<file path="src/rtl/matmul_pkg.sv">
// Shared types and elaboration-time helpers for the NxN matrix multiplier.
package matmul_pkg;

    typedef enum logic [1:0] {
        IDLE = 2'd0,
        CALC = 2'd1,
        DONE = 2'd2
    } state_e;

    function automatic int clog2(input int value);
        int r;
        r = 0;
        for (int v = value - 1; v > 0; v = v >> 1) begin
            r++;
        end
        return r;
    endfunction

    // Headroom for N full-width products summed into one element.
    function automatic int acc_width(input int data_w, input int n);
        return 2 * data_w + clog2(n);
    endfunction

endpackage

</file>
<file path="src/rtl/matmul_mac.sv">
// Combinational multiply-add: acc_out = (clr ? 0 : acc_in) + a*b, product extended per SIGNED.
module matmul_mac #(
    parameter int DATA_W = 8,
    parameter int ACC_W  = 17,
    parameter int SIGNED = 0
) (
    input  logic [DATA_W-1:0] a,
    input  logic [DATA_W-1:0] b,
    input  logic [ACC_W-1:0]  acc_in,
    input  logic              clr,
    output logic [ACC_W-1:0]  acc_out
);

    logic [ACC_W-1:0] prod_ext;

    generate
        if (SIGNED != 0) begin : g_signed
            logic signed [2*DATA_W-1:0] prod;
            assign prod     = (2*DATA_W)'($signed(a)) * (2*DATA_W)'($signed(b));
            assign prod_ext = ACC_W'(prod);
        end else begin : g_unsigned
            logic [2*DATA_W-1:0] prod;
            assign prod     = (2*DATA_W)'(a) * (2*DATA_W)'(b);
            assign prod_ext = ACC_W'(prod);
        end
    endgenerate

    assign acc_out = (clr ? '0 : acc_in) + prod_ext;

endmodule

</file>
<file path="src/rtl/matrix_mul_nxn.sv">
// C = A x B over NxN matrices with one shared MAC; done pulses N^3+1 cycles after start.
// Define MATMUL_SAT_EN to clamp each element to the OUT_W range and report it on sat.
module matrix_mul_nxn
    import matmul_pkg::*;
#(
    parameter int N      = 2,
    parameter int DATA_W = 8,
    parameter int OUT_W  = 16,
    parameter int SIGNED = 0
) (
    input  logic                    clk,
    input  logic                    rst,
    input  logic                    start,
    input  logic [N*N*DATA_W-1:0]   a_flat,
    input  logic [N*N*DATA_W-1:0]   b_flat,
    output logic [N*N*OUT_W-1:0]    c_flat,
    output logic                    busy,
    output logic                    done,
    output logic                    sat
);

    localparam int ACC_W = acc_width(DATA_W, N);
    localparam int IDX_W = clog2(N);
    localparam int EL_W  = clog2(N * N);

    typedef logic [IDX_W-1:0] idx_t;
    localparam idx_t LAST = idx_t'(N - 1);

    state_e                       state_q, state_d;
    logic [N*N-1:0][DATA_W-1:0]   a_q, b_q;
    logic [N*N-1:0][OUT_W-1:0]    res_q, res_d, c_q;
    idx_t                         i_q, j_q, k_q;
    logic [ACC_W-1:0]             acc_q, acc_next;
    logic [EL_W-1:0]              a_idx, b_idx, c_idx;
    logic                         k_last, j_last, i_last, mac_last, mac_clr;
    logic [OUT_W-1:0]             conv;

    assign k_last   = (k_q == LAST);
    assign j_last   = (j_q == LAST);
    assign i_last   = (i_q == LAST);
    assign mac_last = (state_q == CALC) && k_last && j_last && i_last;
    assign mac_clr  = (k_q == '0);

    always_comb begin
        a_idx = EL_W'(int'(i_q) * N + int'(k_q));
        b_idx = EL_W'(int'(k_q) * N + int'(j_q));
        c_idx = EL_W'(int'(i_q) * N + int'(j_q));
    end

    matmul_mac #(
        .DATA_W (DATA_W),
        .ACC_W  (ACC_W),
        .SIGNED (SIGNED)
    ) u_mac (
        .a       (a_q[a_idx]),
        .b       (b_q[b_idx]),
        .acc_in  (acc_q),
        .clr     (mac_clr),
        .acc_out (acc_next)
    );

`ifdef MATMUL_SAT_EN
    logic [ACC_W-1:0] back_ext;
    logic             ovf;
    logic             sat_run_q, sat_q;

    // An element overflowed if re-extending its truncated form does not reproduce it.
    always_comb begin
        if (SIGNED != 0) begin
            back_ext = ACC_W'($signed(acc_next[OUT_W-1:0]));
        end else begin
            back_ext = ACC_W'(acc_next[OUT_W-1:0]);
        end
        ovf  = (back_ext != acc_next);
        conv = acc_next[OUT_W-1:0];
        if (ovf) begin
            if (SIGNED != 0) begin
                conv = acc_next[ACC_W-1] ? {1'b1, {(OUT_W-1){1'b0}}} : {1'b0, {(OUT_W-1){1'b1}}};
            end else begin
                conv = '1;
            end
        end
    end

    always_ff @(posedge clk or negedge rst) begin
        if (!rst) begin
            sat_run_q <= 1'b0;
            sat_q     <= 1'b0;
        end else if (state_q == IDLE && start) begin
            sat_run_q <= 1'b0;
        end else if (state_q == CALC && k_last) begin
            sat_run_q <= sat_run_q | ovf;
            if (mac_last) begin
                sat_q <= sat_run_q | ovf;
            end
        end
    end

    assign sat = sat_q;
`else
    assign conv = acc_next[OUT_W-1:0];
    assign sat  = 1'b0;
`endif

    always_comb begin
        res_d = res_q;
        if (state_q == CALC && k_last) begin
            res_d[c_idx] = conv;
        end
    end

    always_ff @(posedge clk or negedge rst) begin
        if (!rst) begin
            state_q <= IDLE;
        end else begin
            state_q <= state_d;
        end
    end

    always_comb begin
        state_d = state_q;
        case (state_q)
            IDLE:    if (start) state_d = CALC;
            CALC:    if (mac_last) state_d = DONE;
            DONE:    state_d = IDLE;
            default: state_d = IDLE;
        endcase
    end

    always_comb begin
        busy = (state_q == CALC) || (state_q == DONE);
        done = (state_q == DONE);
    end

    // c_q only changes on the final MAC, so c_flat never exposes a partial result.
    always_ff @(posedge clk or negedge rst) begin
        if (!rst) begin
            a_q   <= '0;
            b_q   <= '0;
            res_q <= '0;
            c_q   <= '0;
            i_q   <= '0;
            j_q   <= '0;
            k_q   <= '0;
            acc_q <= '0;
        end else begin
            case (state_q)
                IDLE: begin
                    if (start) begin
                        a_q   <= a_flat;
                        b_q   <= b_flat;
                        i_q   <= '0;
                        j_q   <= '0;
                        k_q   <= '0;
                        acc_q <= '0;
                    end
                end
                CALC: begin
                    res_q <= res_d;
                    if (k_last) begin
                        acc_q <= '0;
                        k_q   <= '0;
                        if (j_last) begin
                            j_q <= '0;
                            i_q <= i_last ? '0 : i_q + idx_t'(1);
                        end else begin
                            j_q <= j_q + idx_t'(1);
                        end
                    end else begin
                        acc_q <= acc_next;
                        k_q   <= k_q + idx_t'(1);
                    end
                    if (mac_last) begin
                        c_q <= res_d;
                    end
                end
                default: ;
            endcase
        end
    end

    assign c_flat = c_q;

endmodule

</file>
<file path="config.mk">
export PLATFORM = sky130hd
export DESIGN_NAME = matrix_mul_nxn
export DESIGN_NICKNAME = d
export VERILOG_FILES = /design/src/rtl/matmul_pkg.sv /design/src/rtl/matmul_mac.sv /design/src/rtl/matrix_mul_nxn.sv
export SDC_FILE = /design/constraint.sdc
export NUM_CORES = 1
export LEC_CHECK = 0
export BUFFER_PORTS_ARGS = -buffer_cell sky130_fd_sc_hd__buf_2
export CORE_ASPECT_RATIO = 1.4
export CORE_MARGIN = 2
export CORE_UTILIZATION = 55
export CTS_CLUSTER_SIZE = 8
export DETAILED_ROUTE_END_ITERATION = 6
export PLACE_DENSITY = 0.81
export SYNTH_ARGS = -nofsm -noshare
export SYNTH_HDL_FRONTEND = slang
export SYNTH_HIERARCHICAL = 1
export SYNTH_SLANG_ARGS = --single-unit
</file>
<file path="constraint.sdc">
create_clock -name clk -period 7.04 [get_ports clk]
set_clock_uncertainty 0.1 [all_clocks]
set_input_delay 0.704 -clock clk [delete_from_list [all_inputs] [get_ports clk]]
set_output_delay 0.704 -clock clk [all_outputs]
set_load 0.005 [all_outputs]
</file>
# == Yosys cells after proc, flatten, opt, wreduce, memory -nomap -nowiden ==
# Index checks and enable logic that the tools add are counted.
# totals
register_bits,214
output_inout_bits,67
word_cells,77
# op_classes
order_cmp,4
eq_ne,6
n_mul,1
muxes,25
add_sub_neg,7
reduce_logical,13
# ops
op,n
bitwise mux 64 bit,1
two-way mux 64 bit,1
two-way mux 17 bit,3
one-hot mux 17 bit (2 select lines),1
binary-select mux 8 bit (select 2 bit),2
demux 16 bit (select 2 bit),1
adder 17 x 16 -> 17 bit,1
multiplier 8 x 8 -> 16 bit,1
two-way mux 16 bit,1
two-way mux 8 bit,2
"< comparator 2 x 3 -> 1 bit, second input constant",3
"!= test 2 bit, second input constant",4
AND reduction 2 bit,4
two-way mux 1 bit,7
adder 2 x 1 -> 2 bit,3
one-hot mux 1 bit (2 select lines),3
logical AND 1 bit,4
two-way mux 2 bit,2
one-hot mux 2 bit (2 select lines),1
AND reduction 4 bit,1
"adder 1 bit, second input constant",3
AND reduction 3 bit,1
"== test 2 x 1 -> 1 bit, second input constant",1
"== test 2 bit, second input constant",1
4 further kinds,4

# == Logic depth before layout (Yosys ltp) ==
# depth
word_depth,7
ltp_mapped,23

# == Hierarchy ==
# Netlist, hierarchy kept.
# by_module_without_submodules
module,cells_each,n_inst,area_per_inst_um2
matrix_mul_nxn,602,1,7892.6
matmul_mac,301,1,2595.0

# == Worst setup path before layout ==
# No wires, ideal clock.
# synth_path
path_type,register to register
from,register k_q (netlist: k_last)
to,register res_q[29] in the netlist's numbering
stages_incl_launch_ff,19
period_less_slack_ps,5448
setup_slack_ps,1592
required_time_ps,6815
setup_ps,125
arrival_time_ps,5223
cell_sequence,dfrtp_1 -> buf_2 -> buf_2 -> buf_2 -> mux4_2 -> and2_1 -> fa_1 -> fa_1 -> inv_1 -> fa_1 -> fa_1 -> inv_1 -> ha_1 -> o21a_1 -> o31a_1 -> or3_1 -> a41o_1 -> xor2_1 -> mux2_4
# synth_via
elab_chain_len,7
word_cells_on_any_way,12
classes_between,add/sub: 3; mul: 1; mux: 7; reduce/logical: 1
# synth_rtl
item,line,text
"start, declared",matrix_mul_nxn.sv:32,"idx_t i_q, j_q, k_q;"
"start signal, assigned",matrix_mul_nxn.sv:171,k_q <= k_q + idx_t'(1);
"adder 2 x 1 -> 2 bit, on equally long branches","matrix_mul_nxn.sv:45, matrix_mul_nxn.sv:46",
"binary-select mux 8 bit (select 2 bit), on equally long branches","matrix_mul_nxn.sv:55, matrix_mul_nxn.sv:56",
"two-way mux 8 bit, on equally long branches","matrix_mul_nxn.sv:55, matrix_mul_nxn.sv:56",
multiplier 8 x 8 -> 16 bit,matmul_mac.sv:23,assign prod = (2*DATA_W)'(a) * (2*DATA_W)'(b);
adder 17 x 16 -> 17 bit (*),matmul_mac.sv:28,assign acc_out = (clr ? '0 : acc_in) + prod_ext;
named net acc_next[13],matrix_mul_nxn.sv:33,"logic [ACC_W-1:0] acc_q, acc_next;"
bitwise mux 64 bit (*),matrix_mul_nxn.sv:108,res_d[c_idx] = conv;
two-way mux 64 bit (*),matrix_mul_nxn.sv:107,if (state_q == CALC && k_last) begin
"end signal, assigned",matrix_mul_nxn.sv:159,res_q <= res_d;
"end, declared",matrix_mul_nxn.sv:31,"logic [N*N-1:0][OUT_W-1:0] res_q, res_d, c_q;"
# Mark *: on every way through the listed nets, which the timed path passes. The rest lies on a longest branch. The select of a mux whose other input is x is not followed.
# A chain may end at the register's enable or synchronous reset.

# == Worst setup path in the final report ==
# layout_path
from,register k_q (netlist: k_last)
to,register res_q[14] in the netlist's numbering
# The elaborated chain is that of the path after synthesis.

==> results.py <==
metrics = {
    "outcome": {
        "status": "finished clean",
    },
    "cells_and_area": {
        "diodes": 0,
        "drive_above_1_share_pct": 29.7,
        "finish.net_count": 1172,
        "layout.cells.non_filler": 1270,
        "area.growth.synth_to_final_pct": 13.8,
    },
    "routing": {
        "drt-initial-drc-count": 367,
        "routedWlPerCell_um": 17.3,
        "viasPerCell": 5.39,
        "ant_nets": 0,
        "drt-total-wl_um": 22000,
        "vias": 6844,
        "first_pass_iters": 5,
        "drc": 0,
    },
    "synth": {
        "syn-cell-area_mm2": 0.0104,
        "avgSynthCellArea_um2": 11.6,
        "syn_nets": 1051,
        "synthCells": 892,
        "yosysWarningCount": 6,
    },
    "cts": {
        "cts_tree": "yes",
        "clock-sinks": 197,
        "cts_max_level": 4,
        "hold_buffers": 0,
        "cts_buffer_depth": 2,
        "cts_setup_buffers": 0,
        "path_clk_slew_ns": 0.08,
        "cts_resized": 0,
        "insertion_delay_ns": 0.44,
        "numCtsBuffers": 17,
        "clock-root-buffer": "clkbuf_16",
    },
    "floorplan": {
        "die_width_um": 120,
        "dieArea_mm2": 0.0200,
        "placementRows": 59,
        "die_h_um": 167,
        "core_region_area_mm2": 0.0185,
        "pin_count": 134,
        "start_util_pct": 56.0,
    },
    "timing": {
        "fmax_mhz": 164,
        "slew_violations": 0,
        "worst_pin_slew_ns": 1.26,
        "fin_hold_ws_ns": 0.226,
        "rsz0062_at_grt": "false",
        "setup_viol": 0,
        "min_period_over_period_pct": 86.7,
        "final.setup.tns_ns": 0,
        "slew-limit-headroom_pct": 15.5,
        "final_hold_viol_count": 0,
        "fin_crit_ns": 6.10,
    },
    "critical_path": {
        "worst-setup-path-type": "reg -> reg",
        "crit_path_max_fanout": 17,
        "r2r-end": "res_q[14]$_DFFE_PN0N_",
        "reg2reg_slack_ns": 0.94,
        "worst_setup_path_end_kind": "flop",
        "arrival_ns": 6.32,
        "ff2ff_path_depth": 16,
        "start_kind": "flop",
        "worstPathRequired_ns": 7.25,
        "r2r-start": "k_last$_DFFE_PN0P_",
    },
    "global_route": {
        "grt_pass1_wl_um": 36900,
        "grt_antenna_before_repair": 0,
        "grt_max_degree": 114,
        "grtUsageTotal_pct": 23.4,
        "gr-total-overflow": 0,
        "grt_pass1_vias": 7368,
    },
    "placed_design": {
        "io_buffers": 132,
        "place_congestion": 0.882,
        "dp_hpwl_um": 15800,
        "placed_cells": 1238,
    },
    "run": {
        "maxCapViolations": 0,
    },
    "worst_hold_path": {
        "hold_path.class": "in -> async",
    },
}
[state kept, by name (all words and copies together), names as in the netlist]
| name | flops |
|---|---|
| c_flat | 64 |
| res_q | 48 |
| a_q | 32 |
| b_q | 32 |
| acc_q | 16 |
| state_q | 2 |
| i_last | 1 |
| j_last | 1 |
| k_last | 1 |
[how the worst max path moves through the flow]
| stage | from | slack (ns) | cells after the start | end |
|---|---|---|---|---|
| floorplan | k_last$_DFFE_PN0P_ | 1.59 | 18 | res_q[29]$_DFFE_PN0N_ |
| detailed placement | k_last$_DFFE_PN0P_ | 1.02 | 15 | res_q[13]$_DFFE_PN0N_ |
| global route | k_last$_DFFE_PN0P_ | 0.62 | 16 | res_q[14]$_DFFE_PN0N_ |
| CTS | k_last$_DFFE_PN0P_ | 0.94 | 16 | res_q[14]$_DFFE_PN0N_ |
| finish | k_last$_DFFE_PN0P_ | 0.94 | 16 | res_q[14]$_DFFE_PN0N_ |
| global placement | k_last$_DFFE_PN0P_ | 1.11 | 16 | res_q[45]$_DFFE_PN0N_ |
[final cells by class]
class,count,area [µm²]
Fill cell,1459,6710
Multi-Input combinational cell,589,5000
Sequential cell,197,4930
Timing Repair Buffer,138,714
Clock buffer,18,429
Tap cell,244,305
Inverter,70,263
Clock inverter,14,176
[critical path, cell delays in order, from the launching register on]
cell	delay, ns
dfrtp_1	0.72
buf_4	0.32
mux4_2	0.62
and2_1	0.22
fa_1	0.46
fa_1	0.54
inv_1	0.05
fa_1	0.46
fa_1	0.54
inv_1	0.05
ha_1	0.36
a21o_1	0.20
a21oi_1	0.26
a21oi_1	0.13
o41ai_1	0.40
xnor2_1	0.23
mux2_2	0.32
[cells in the final DEF, fill, tap and decap left out, types with 16 or more instances in the layout]
| cell | n |
|---|---|
| clkbuf_16 | 17 |
| buf_2 | 131 |
| nand2_1 | 225 |
| inv_1 | 69 |
| dfrtp_1 | 197 |
| mux2_2 | 104 |
| and2_1 | 38 |
| ha_1 | 42 |
| fa_1 | 50 |
| a22o_1 | 16 |
| mux4_2 | 16 |
[per-stage QoR]
stage	setup slack [ns]	utilization (%)	cell area, µm²
after floorplan	1.59	-	10400
after global placement	1.11	60.5	11200
after detailed placement	1.02	60.5	11200
after CTS	0.937	63.8	11800
after global routing	0.617	63.8	11800
final	0.938	63.8	11800
[per-layer routing]
metal / up-vias / GRT usage, % / routed length [µm]
li1: 3150 / - / -
met1: 3482 / 29.0 / 8960
met2: 179 / 41.6 / 11700
met3: 33 / 4.04 / 941
met4: 0 / 6.96 / 392
met5: - / 0 / 0
Power is not shown: default switching activity piles up to over one toggle a cycle in this logic, so the estimate is an artifact.
